[src/rtl/seq_muldiv_unit.sv]
// Multicycle signed/unsigned multiply and restoring divide for the Hi/Lo path.
// Latency WIDTH+4 cycles from accept to done (3 on divide-by-zero); start is ignored unless idle.
module seq_muldiv_unit #(
  parameter int WIDTH = 32
) (
  input  logic             i_clk,
  input  logic             i_reset,
  input  logic             i_start,
  input  logic [1:0]       i_op,
  input  logic [WIDTH-1:0] i_a,
  input  logic [WIDTH-1:0] i_b,
  output logic             o_busy,
  output logic             o_done,
  output logic [WIDTH-1:0] o_hi,
  output logic [WIDTH-1:0] o_lo,
  output logic             o_div_zero
);

  localparam int CW = $clog2(WIDTH + 1);

  typedef enum logic [2:0] {
    S_IDLE,
    S_PREP,
    S_CALC,
    S_FIX,
    S_DONE
  } state_t;

  state_t             r_state;
  state_t             w_next;

  logic [1:0]         r_op;
  logic [WIDTH-1:0]   r_a;
  logic [WIDTH-1:0]   r_b;
  logic               r_sign_a;
  logic               r_sign_b;
  logic [CW-1:0]      r_cnt;
  logic [WIDTH-1:0]   r_acc_hi;
  logic [WIDTH-1:0]   r_acc_lo;
  logic [WIDTH-1:0]   r_hi;
  logic [WIDTH-1:0]   r_lo;
  logic               r_div_zero;

  logic               w_is_div;
  logic               w_signed;
  logic               w_b_zero;
  logic               w_neg_a;
  logic               w_neg_b;
  logic [WIDTH-1:0]   w_mag_a;
  logic [WIDTH-1:0]   w_mag_b;
  logic [WIDTH:0]     w_sum;
  logic [WIDTH:0]     w_rem_sh;
  logic               w_ge;
  logic [WIDTH-1:0]   w_rem_sub;
  logic [2*WIDTH-1:0] w_prod;
  logic [WIDTH-1:0]   w_fix_hi;
  logic [WIDTH-1:0]   w_fix_lo;
  logic               w_busy;
  logic               w_done;

  always_ff @(posedge i_clk) begin
    if (i_reset) r_state <= S_IDLE;
    else         r_state <= w_next;
  end

  assign w_is_div = r_op[1];
  assign w_signed = ~r_op[0];
  assign w_b_zero = (r_b == '0);

  always_comb begin
    w_next = r_state;
    case (r_state)
      S_IDLE: if (i_start) w_next = S_PREP;
      S_PREP: w_next = (w_is_div && w_b_zero) ? S_DONE : S_CALC;
      S_CALC: if (r_cnt == CW'(1)) w_next = S_FIX;
      S_FIX:  w_next = S_DONE;
      S_DONE: w_next = S_IDLE;
      default: w_next = S_IDLE;
    endcase
  end

  always_comb begin
    w_busy = 1'b0;
    w_done = 1'b0;
    case (r_state)
      S_PREP, S_CALC, S_FIX: w_busy = 1'b1;
      S_DONE:                w_done = 1'b1;
      default: ;
    endcase
  end

  assign w_neg_a = w_signed & r_a[WIDTH-1];
  assign w_neg_b = w_signed & r_b[WIDTH-1];
  assign w_mag_a = w_neg_a ? -r_a : r_a;
  assign w_mag_b = w_neg_b ? -r_b : r_b;

  // Multiply: multiplier sits in acc_lo and shifts out as the product shifts in.
  assign w_sum = {1'b0, r_acc_hi} + (r_acc_lo[0] ? {1'b0, r_b} : '0);

  // Divide: partial remainder needs one extra bit before the trial subtract.
  assign w_rem_sh  = {r_acc_hi, r_acc_lo[WIDTH-1]};
  assign w_ge      = (w_rem_sh >= {1'b0, r_b});
  assign w_rem_sub = w_rem_sh[WIDTH-1:0] - r_b;

  assign w_prod = {r_acc_hi, r_acc_lo};

  always_comb begin
    w_fix_hi = r_acc_hi;
    w_fix_lo = r_acc_lo;
    if (w_is_div) begin
      w_fix_lo = (r_sign_a ^ r_sign_b) ? -r_acc_lo : r_acc_lo;
      w_fix_hi = r_sign_a ? -r_acc_hi : r_acc_hi;
    end else if (r_sign_a ^ r_sign_b) begin
      {w_fix_hi, w_fix_lo} = -w_prod;
    end
  end

  always_ff @(posedge i_clk) begin
    if (i_reset) begin
      r_op       <= '0;
      r_a        <= '0;
      r_b        <= '0;
      r_sign_a   <= 1'b0;
      r_sign_b   <= 1'b0;
      r_cnt      <= '0;
      r_acc_hi   <= '0;
      r_acc_lo   <= '0;
      r_hi       <= '0;
      r_lo       <= '0;
      r_div_zero <= 1'b0;
    end else begin
      case (r_state)
        S_IDLE: if (i_start) begin
          r_op       <= i_op;
          r_a        <= i_a;
          r_b        <= i_b;
          r_div_zero <= 1'b0;
        end
        S_PREP: begin
          r_sign_a <= w_neg_a;
          r_sign_b <= w_neg_b;
          r_b      <= w_mag_b;
          r_acc_hi <= '0;
          r_acc_lo <= w_mag_a;
          r_cnt    <= CW'(WIDTH);
          if (w_is_div && w_b_zero) r_div_zero <= 1'b1;
        end
        S_CALC: begin
          r_cnt <= r_cnt - CW'(1);
          if (w_is_div) begin
            r_acc_hi <= w_ge ? w_rem_sub : w_rem_sh[WIDTH-1:0];
            r_acc_lo <= {r_acc_lo[WIDTH-2:0], w_ge};
          end else begin
            r_acc_hi <= w_sum[WIDTH:1];
            r_acc_lo <= {w_sum[0], r_acc_lo[WIDTH-1:1]};
          end
        end
        S_FIX: begin
          r_hi <= w_fix_hi;
          r_lo <= w_fix_lo;
        end
        default: ;
      endcase
    end
  end

  assign o_busy     = w_busy;
  assign o_done     = w_done;
  assign o_hi       = r_hi;
  assign o_lo       = r_lo;
  assign o_div_zero = r_div_zero;

endmodule

[config.mk]
export PLATFORM = sky130hd
export DESIGN_NAME = seq_muldiv_unit
export DESIGN_NICKNAME = d
export VERILOG_FILES = /design/src/rtl/seq_muldiv_unit.sv
export SDC_FILE = /design/constraint.sdc
export NUM_CORES = 1
export LEC_CHECK = 0
export CORE_AREA = 2 2 232 234
export DETAILED_ROUTE_END_ITERATION = 10
export DIE_AREA = 0 0 234 236
export GPL_TIMING_DRIVEN = 0
export HOLD_SLACK_MARGIN = 0.12
export PLACE_DENSITY = 0.47
export RECOVER_POWER = 50
export SYNTH_ARGS = -nofsm -noshare
export SYNTH_HDL_FRONTEND = slang
export SYNTH_SLANG_ARGS = --single-unit
[constraint.sdc]
create_clock -name i_clk -period 9.87 [get_ports i_clk]
set_input_delay 1.974 -clock i_clk [delete_from_list [all_inputs] [get_ports i_clk]]
set_output_delay 1.974 -clock i_clk [all_outputs]
set_load 0.005 [all_outputs]
==> results.cfg, run 1 <==
[run_status]
status = finished with violations
violations = max-capacitance violations

[clock_tree]
root_buffer = clkbuf_16
ctsResizeCount = 0
htree_levels = 1
numClockSinks = 206
clkTransAtPathRegs_ns = 0.06
cts_hold_buf = 0
tritoncts = done
clk_path_buf_depth = 3
numCtsBuffers = 26
post-cts-setup-buffers = 0
insertion_delay_ns = 0.57

[floorplanning]
initial_utilization_pct = 27.6
die_area_mm2 = 0.0552
core_area_mm2 = 0.0531
pin_count = 136
rows = 85
die_w_um = 234
die_y_um = 236

[pwr]
p_leak_nw = 6.62
power_density_mw_per_mm2 = 143
power_mw = 2.52
peakVddDrop_uv = 118

[sta]
skew_ns = 0.0248
grt_setup_unrepaired = no
finalSetupViolations = 0
hold_ws_ns = 0.451
final_hold_viol_count = 0
period_needed_ns = 5.30
fin_crit_sh_pct = 53.7
fmax_mhz = 189
worst_slew_pin_slew_ns = 1.48
fin_tns_setup_ns = 0
relSlewSlack_pct = 0.802
final_max_slew_viol_count = 0

[critical_path]
crit_type = flip-flop to flip-flop
critical-path-top-delay-family = simple AND/OR/NAND/NOR gates
critPathLaunch = r_acc_lo[2]$_SDFFE_PP0P_
cp-start-kind = flip-flop
r2r-end = o_hi[27]$_SDFFE_PP0N_
crit_path_frequent_cell = nor4_1
endpoint = o_hi[27]$_SDFFE_PP0N_
cp.required_ns = 10.35
reg2reg_from = r_acc_lo[2]$_SDFFE_PP0P_
crit_path_end_kind = flip-flop
r2r_slack_ns = 4.57
crit_slowest_cell = nor3b_1
cpPeakStageDelay_ns = 1.25
crit_arrival_ns = 5.78
r2r_cells = 10
cp.buffers_inverters = 1
crit_cells = 10
critPathMaxFanout = 10
crit_chain = clkbuf_1 -> nor4_1 -> nor4b_1 -> nor3b_1 -> a31oi_4 -> nor4_1 -> nand3_2 -> o41ai_1 -> xor2_1 -> a211oi_1

[synthesis]
avgSynthCellArea_um2 = 7.61
async_flop_share_pct = 0
yosysTopAreaCellShare_pct = 28.2
yosysUniqueCellTypes = 82
synth_edf_count = 0
syn-instance-count = 1923
yosys_warnings = 0
yosys.area.top_type = dfxtp_1
syn_nets = 2064
synthFlopType = dfxtp_1
ys_seq_area_share_pct = 28.2
ys_top_cells_by_area = dfxtp_1 28%, ha_1 6.0%, a21oi_1 5.9%
ys_seq_elements = 206
synthesis.area_mm2 = 0.0146

[cells_and_area]
nets = 2226
syn_to_final_growth_pct = 20.2
antenna_cells = 0
final_util_pct = 33.1
layout-drive-gt1-share_pct = 3.85

[placement]
io_buffer_count = 134
place.gp.congestion = 0.909
dpl.hpwl_um = 47200

[flow_run]
drv_cap = 1

[routing]
drt_iter0_drc = 1307
avgRoutedWirePerCell_um = 21.2
vias = 15250
drtAntennaViolNets = 0
first_pass_iters = 8
drc = 0
finalWirelength_um = 59500
via_per_inst = 5.45

[grt]
grt_pass1_vias = 14532
grt_max_degree = 13
grt_antenna_before_repair = 0
grt_pass1_wl_um = 89900
overflow = 0
grt_usage_pct = 21.0

[worst_hold_path]
hold_path_class = flip-flop to flip-flop
==> sequential cells by signal (all words and copies together) (netlist names) <==
signal	flops
o_div_zero	1
o_hi	32
o_lo	32
r_a	32
r_acc_hi	32
r_acc_lo	32
r_b	32
r_cnt	6
r_op	2
r_sign_a	1
r_sign_b	1
r_state	3
==> metrics by stage <==
stage	instances	worst slack [ns]	area (um2)
final	2800	4.57	17600
after global routing	2800	4.35	17600
after CTS	2800	4.93	17700
after detailed placement	2753	4.95	16800
after global placement	2753	4.92	16800
after floorplan	1923	6.51	14600
==> report_power, final <==
part / switching [mW] / total, mW / internal (mW) / leakage, nW
combinational: 0.395 / 0.621 / 0.226 / 4.54
clock: 0.393 / 0.969 / 0.576 / 0.408
sequential: 0.0573 / 0.933 / 0.875 / 1.68
total: 0.845 / 2.52 / 1.68 / 6.62
==> cells in the mapped netlist, types with 33 or more instances <==
library cell	number
nor2_1	217
nand2_1	209
dfxtp_1	206
a21oi_1	172
clkbuf_1	106
o21ai_0	104
a211oi_1	99
xnor2_1	71
ha_1	70
xor2_1	69
inv_1	68
nor3_1	51
mux2i_1	40
nand3_1	33
==> how the worst min path moves through the flow <==
| stage | slack [ns] | cells after the start | startpoint | end |
|---|---|---|---|---|
| after floorplan | 0.44 | 2 | r_b[19]$_SDFFE_PP0P_ | r_b[19]$_SDFFE_PP0P_ |
| after global placement | 0.45 | 2 | o_hi[8]$_SDFFE_PP0N_ | o_hi[8]$_SDFFE_PP0N_ |
| after detailed placement | 0.45 | 2 | o_hi[28]$_SDFFE_PP0N_ | o_hi[28]$_SDFFE_PP0N_ |
| after CTS | 0.46 | 2 | o_hi[28]$_SDFFE_PP0N_ | o_hi[28]$_SDFFE_PP0N_ |
| after global routing | 0.47 | 2 | o_hi[5]$_SDFFE_PP0N_ | o_hi[5]$_SDFFE_PP0N_ |
| final | 0.45 | 2 | o_hi[28]$_SDFFE_PP0N_ | o_hi[28]$_SDFFE_PP0N_ |
==> metal layers <==
layer / GRT usage, % / share of wire, %
met3: 2.53 / 5.9
met1: 30.5 / 48
met2: 32.8 / 44
met5: 0 / 0
met4: 5.01 / 2.1
==> cell families (layout without fill, tap and decap cells) <==
| family | after synthesis | count (layout) | synth area share (%) |
|---|---|---|---|
| adder cells (fa/ha/maj) | 72 | 72 | 6.26 |
| XOR/XNOR | 140 | 140 | 8.38 |
| multiplexers | 41 | 41 | 2.81 |
| AO/OA/AOI/OAI | 609 | 609 | 27.5 |
| buffers and inverters | 196 | 377 | 5.62 |
| flip-flops | 206 | 206 | 28.2 |
| AND/OR/NAND/NOR | 659 | 659 | 21.3 |
==> cells in the final DEF, fill, tap and decap left out, types with 7 or more instances in the layout <==
cell type        Yosys  layout
a211oi_1            99      99
a21o_1              30      30
a21oi_1            172     172
a221oi_1            17      17
a222oi_1             7       7
a22o_1               8       8
a22oi_1             18      18
a311oi_1            13      13
a31oi_1             26      26
and2_1              10       7
and3_1              15      15
clkbuf_1           106     121
clkbuf_16            0      27
clkdlybuf4s50_1      0      86
dfxtp_1            206     206
dlygate4sd3_1        0      48
ha_1                70      70
inv_1               68      68
mux2i_1             40      40
nand2_1            209     209
nand2b_1            13      13
nand3_1             33      33
nand4_1             15      15
nor2_1             217     217
nor2b_1              9       9
nor3_1              51      52
nor4_1              13      15
o211ai_1             9       9
o21ai_0            104     105
o21bai_1             7       7
o31ai_1             26      26
o41ai_1             17      19
or2_2                9       9
or3_1               25      25
or4_1                9       9
xnor2_1             71      71
xor2_1              69      69
==> final cells by class <==
type / instances / area [um2]
Timing Repair Buffer: 134 / 1340
Inverter: 68 / 255
Fill cell: 5676 / 35500
Clock buffer: 42 / 762
Sequential cell: 206 / 4120
Buffer: 128 / 552
Tap cell: 696 / 871
Clock inverter: 5 / 75.1
Multi-Input combinational cell: 1521 / 9610
==> worst register-to-register path, stage by stage (launching register included) <==
cell	delay [ns]
dfxtp_1	0.29
clkbuf_1	0.24
nor4_1	0.54
nor4b_1	0.86
nor3b_1	1.25
a31oi_4	0.19
nor4_1	0.90
nand3_2	0.22
o41ai_1	0.39
xor2_1	0.13
a211oi_1	0.23
Note: power is estimated with default switching activity, not from simulation.
==> run 2, diff against run 1 <==
Clock period 9.87 ns to 4.9 ns, I/O delays scaled along.
==> results.cfg, run 2 (synthesis gave the netlist of run 1 again) <==
[pwr]
pwr-share-seq_pct = 37.0
p_leak_nw = 6.70
switchingPower_mw = 1.70
switching_share_pct = 33.4
peakVddDrop_uv = 235
intPower_mw = 3.38
p_clk_share_pct = 38.4
comb_power_share_pct = 24.6
power_density_mw_per_mm2 = 288

[routing]
vias = 15219
first_pass_iters = 5
finalWirelength_um = 59300
via_per_inst = 5.44
drc = 0
drt_iter0_drc = 1303
avgRoutedWirePerCell_um = 21.2
drtAntennaViolNets = 0

[cells_and_area]
final_cell_mix = 217 x nor2_1, 209 x nand2_1, 206 x dfxtp_1
layout-drive-gt1-share_pct = 4.13
nets = 2226
layout_commonest_cell = nor2_1
syn_to_final_growth_pct = 20.5
fin_area_mm2 = 0.0176
antenna_cells = 0

[clock_tree]
tritoncts = done
htree_levels = 1
numClockSinks = 206
insertion_delay_ns = 0.57
root_buffer = clkbuf_16
clk_path_buf_depth = 3
clkTransAtPathRegs_ns = 0.06
numCtsBuffers = 26

[sta]
hold_ws_ns = 0.451
relSlewSlack_pct = 11.4
final_max_slew_viol_count = 0
period_needed_ns = 4.51
final_hold_viol_count = 0
grt_setup_unrepaired = no
worst_slew_pin_slew_ns = 1.33
fin_tns_setup_ns = 0
finalSetupViolations = 0
skew_ns = 0.0226
fin_crit_sh_pct = 92.0
fmax_mhz = 222

[critical_path]
r2r_cells = 10
crit_path_end_kind = flip-flop
crit_chain = buf_6 -> nor4_4 -> nor4b_1 -> nor3b_1 -> a31oi_1 -> nor4_4 -> nand3_2 -> o31ai_1 -> xor2_1 -> a211oi_1
critPathMaxFanout = 10
cpPeakStageDelay_ns = 1.13
crit_arrival_ns = 4.99
cp-start-kind = flip-flop
crit_type = flip-flop to flip-flop
crit_slowest_cell = nor3b_1
cp.required_ns = 5.38
crit_path_frequent_cell = nor4_4

[floorplanning]
rows = 85
die_w_um = 234
initial_utilization_pct = 27.6
die_area_mm2 = 0.0552
core_area_mm2 = 0.0531
pin_count = 136
die_y_um = 236

[worst_hold_path]
hold_path_class = flip-flop to flip-flop
whs_path_depth = 2

[run_status]
status = finished, final reports clean

[grt]
grt_pass1_wl_um = 89900
grt_pass1_vias = 14532
overflow = 0
grt_max_degree = 13
grt_antenna_before_repair = 0
grt_usage_pct = 21.0

[placement]
io_buffer_count = 134
place.gp.congestion = 0.909
dpl.hpwl_um = 47200
place_area_mm2 = 0.0168

[flow_run]
drv_cap = 0
-- run 2: changes by cell type in the layout (fill, tap and decap cells not counted), sizes merged --
cell,before,now
clkdlybuf4s50,86,68
buf,13,12
clkbuf,156,157
dlygate4sd3,48,66
-- run 2: metal layers --
layer | share of wire [%] | wire length [um] | GRT usage (%) | vias up
met5 | 0 | 0 | 0 | -
met4 | 2.1 | 1240 | 5.01 | 0
met3 | 5.5 | 3290 | 2.53 | 69
met2 | 44 | 26200 | 32.8 | 492
met1 | 48 | 28600 | 30.5 | 7314
li1 | - | - | - | 7344
-- run 2: cell type report --
cell class | count | area [um2]
Buffer | 128 | 559
Clock buffer | 42 | 762
Tap cell | 696 | 871
Clock inverter | 5 | 75.1
Multi-Input combinational cell | 1521 | 9660
Inverter | 68 | 255
Timing Repair Buffer | 134 | 1340
Sequential cell | 206 | 4120
Fill cell | 5670 | 35400
-- run 2: power groups by stage --
stage / Clock (mW) / Sequential, mW / Combinational [mW]
2_1_floorplan: 0 / 1.88 / 0.842
6_report: 1.95 / 1.88 / 1.25
4_1_cts: 1.99 / 1.88 / 1.27
3_3_place_gp: 0 / 1.91 / 1.26
3_5_place_dp: 0 / 1.91 / 1.26
5_1_grt: 2.06 / 1.89 / 1.37
-- run 2: worst max-delay path: cells and delay by family (launching register included) --
kind / cells / cell delay [ns]
flip-flops: 1 / 0.30
buffers and inverters: 1 / 0.14
XOR/XNOR: 1 / 0.11
AO/OA/AOI/OAI: 3 / 0.92
AND/OR/NAND/NOR: 5 / 2.95
-- run 2: stage by stage --
step / util [%] / std cells / setup WS, ns / total power, mW
after CTS: 33.3 / 2800 / 0.100 / 5.13
final: 33.2 / 2800 / 0.392 / 5.08
after floorplan: - / 1923 / 1.57 / 2.72
after global placement: 31.8 / 2753 / -0.0479 / 3.17
after global routing: 33.2 / 2800 / 0.0996 / 5.32
after detailed placement: 31.8 / 2753 / -0.0214 / 3.18
-- run 2: what timing repair did --
item                                    in CTS  in global routing
gates cloned                                 0                  0
endpoints found under the setup margin       1                  3
buffers inserted                             0                  0
hold buffers                                 0                  0
resized for setup                            1                  2
-- run 2: worst paths after layout --
kind	start	slack [ns]	to
setup / recovery	r_acc_lo[2]$_SDFFE_PP0P_	0.39	o_hi[23]$_SDFFE_PP0N_
hold / removal	o_hi[28]$_SDFFE_PP0N_	0.45	o_hi[28]$_SDFFE_PP0N_
setup reg to reg	r_acc_lo[2]$_SDFFE_PP0P_	0.39	o_hi[23]$_SDFFE_PP0N_
hold reg to reg	o_hi[28]$_SDFFE_PP0N_	0.45	o_hi[28]$_SDFFE_PP0N_
==> run 3, diff against run 2 <==
Settings changed: CORE_AREA 2 2 232 234 to 2 2 208 210, DIE_AREA 0 0 234 236 to 0 0 210 212, PLACE_DENSITY 0.47 to 0.55.
==> results.cfg, run 3 (synthesis gave the netlist of run 1 again) <==
[clock_tree]
numClockSinks = 206
cts_hold_buf = 0
root_buffer = clkbuf_16
insertion_delay_ns = 0.57
post-cts-setup-buffers = 0
tritoncts = done
clkTransAtPathRegs_ns = 0.06
clk_path_buf_depth = 3
numCtsBuffers = 26
htree_levels = 1

[sta]
fmax_mhz = 222
final_max_slew_viol_count = 0
finalSetupViolations = 0
grt_setup_unrepaired = no
worst_slew_pin_slew_ns = 1.49
final_hold_viol_count = 0
fin_tns_setup_ns = 0
fin_crit_sh_pct = 91.8
relSlewSlack_pct = 0.553
skew_ns = 0.0257
period_needed_ns = 4.50

[floorplanning]
die_w_um = 210
die_area_mm2 = 0.0445
die_y_um = 212
rows = 76
pin_count = 136
core_area_mm2 = 0.0425
initial_utilization_pct = 34.4

[grt]
use_met1_pct = 35.1
overflow = 0
busiest_layer = met2
grt_pass1_vias = 14140
grt_max_degree = 14
grt_pass1_wl_um = 84500
grt_usage_pct = 24.3
grt_use_met2_pct = 38.3
grt_antenna_before_repair = 0
grt_use_met3_pct = 3.07

[placement]
dpl.hpwl_um = 43900
place_area_mm2 = 0.0167
place.gp.congestion = 0.940
io_buffer_count = 134
dp.cells = 2603

[routing]
drt_iter0_drc = 1396
finalWirelength_um = 55800
drc = 0
avgRoutedWirePerCell_um = 21.0
drtAntennaViolNets = 0
via_per_inst = 5.77
vias = 15288
first_pass_iters = 5

[pwr]
power_density_mw_per_mm2 = 295
p_clk_share_pct = 39.7
switching_share_pct = 32.9
switchingPower_mw = 1.70
pwr-share-seq_pct = 36.3
p_leak_nw = 6.73
peakVddDrop_uv = 290
intPower_mw = 3.47
comb_power_share_pct = 24.0

[critical_path]
crit_path_end_kind = flip-flop
crit_slowest_cell = nor3b_1
crit_arrival_ns = 4.92
cp.required_ns = 5.32
crit_type = flip-flop to flip-flop
cp-start-kind = flip-flop
cpPeakStageDelay_ns = 1.25
crit_chain = nor4_4 -> nor4b_1 -> nor3b_1 -> a31oi_4 -> nor3_4 -> nand3_1 -> o41ai_2 -> xor2_1 -> a211oi_1
critPathMaxFanout = 10

[worst_hold_path]
hold_path_class = flip-flop to flip-flop

[cells_and_area]
layout.cells.non_filler = 2650
layout_commonest_cell = nor2_1
syn_to_final_growth_pct = 19.8
layout-drive-gt1-share_pct = 4.47
final_cell_mix = 217 x nor2_1, 209 x nand2_1, 206 x dfxtp_1
nets = 2226
fin_area_mm2 = 0.0175
antenna_cells = 0

[run_status]
status = finished with violations
violations = max-capacitance violations

[flow_run]
drv_cap = 1
-- run 3: area by class of cell --
type	instances	area, um2
buffer	128	559
clock buffer	36	728
clock inverter	11	169
fill	4434	25000
inverter	68	255
multi-input combinational	1521	9670
sequential	206	4120
tap	546	683
timing repair buffer	134	1340
-- run 3: per-stage QoR --
| stage | util, % | setup WS, ns | hold WS (ns) | power [mW] |
|---|---|---|---|---|
| floorplan | - | 1.57 | 0.445 | 2.72 |
| global placement | 39.2 | 0.0154 | 0.458 | 3.13 |
| detailed placement | 39.2 | 0.0409 | 0.459 | 3.15 |
| CTS | 41.3 | 0.126 | 0.465 | 5.20 |
| global route | 41.2 | 0.171 | 0.475 | 5.38 |
| finish | 41.2 | 0.402 | 0.466 | 5.17 |
-- run 3: power by group through the flow --
stage	combinational, mW	clock, mW	sequential [mW]
CTS	1.24	2.08	1.87
floorplan	0.842	0	1.88
detailed placement	1.24	0	1.91
finish	1.24	2.05	1.88
global placement	1.22	0	1.91
global route	1.35	2.14	1.89
-- run 3: final timing paths --
check	from	end	slack (ns)	cells past startpoint
worst max register to register	r_acc_lo[3]$_SDFFE_PP0P_	o_hi[31]$_SDFFE_PP0N_	0.40	9
worst max-delay path	r_acc_lo[3]$_SDFFE_PP0P_	o_hi[31]$_SDFFE_PP0N_	0.40	9
worst min-delay path	o_hi[28]$_SDFFE_PP0N_	o_hi[28]$_SDFFE_PP0N_	0.47	2
worst min register to register	o_hi[28]$_SDFFE_PP0N_	o_hi[28]$_SDFFE_PP0N_	0.47	2
-- run 3: timing repair --
action,in CTS,in global routing
endpoints found under the setup margin,1,2
hold endpoints to repair,0,0
gates cloned,0,0
resized for setup,1,2
-- run 3: layer usage --
layer  vias to the layer above  routed length (um)
li1                       7353                   -
met1                      7323               26400
met2                       548               24400
met3                        64                3720
met4                         0                1260
met5                         -                   0
-- run 3: worst max-delay path: cells and delay by family (launching register included) --
kind | cells | cell delay [ns]
XOR/XNOR | 1 | 0.31
AO/OA/AOI/OAI | 3 | 0.67
flip-flops | 1 | 0.43
AND/OR/NAND/NOR | 5 | 2.93
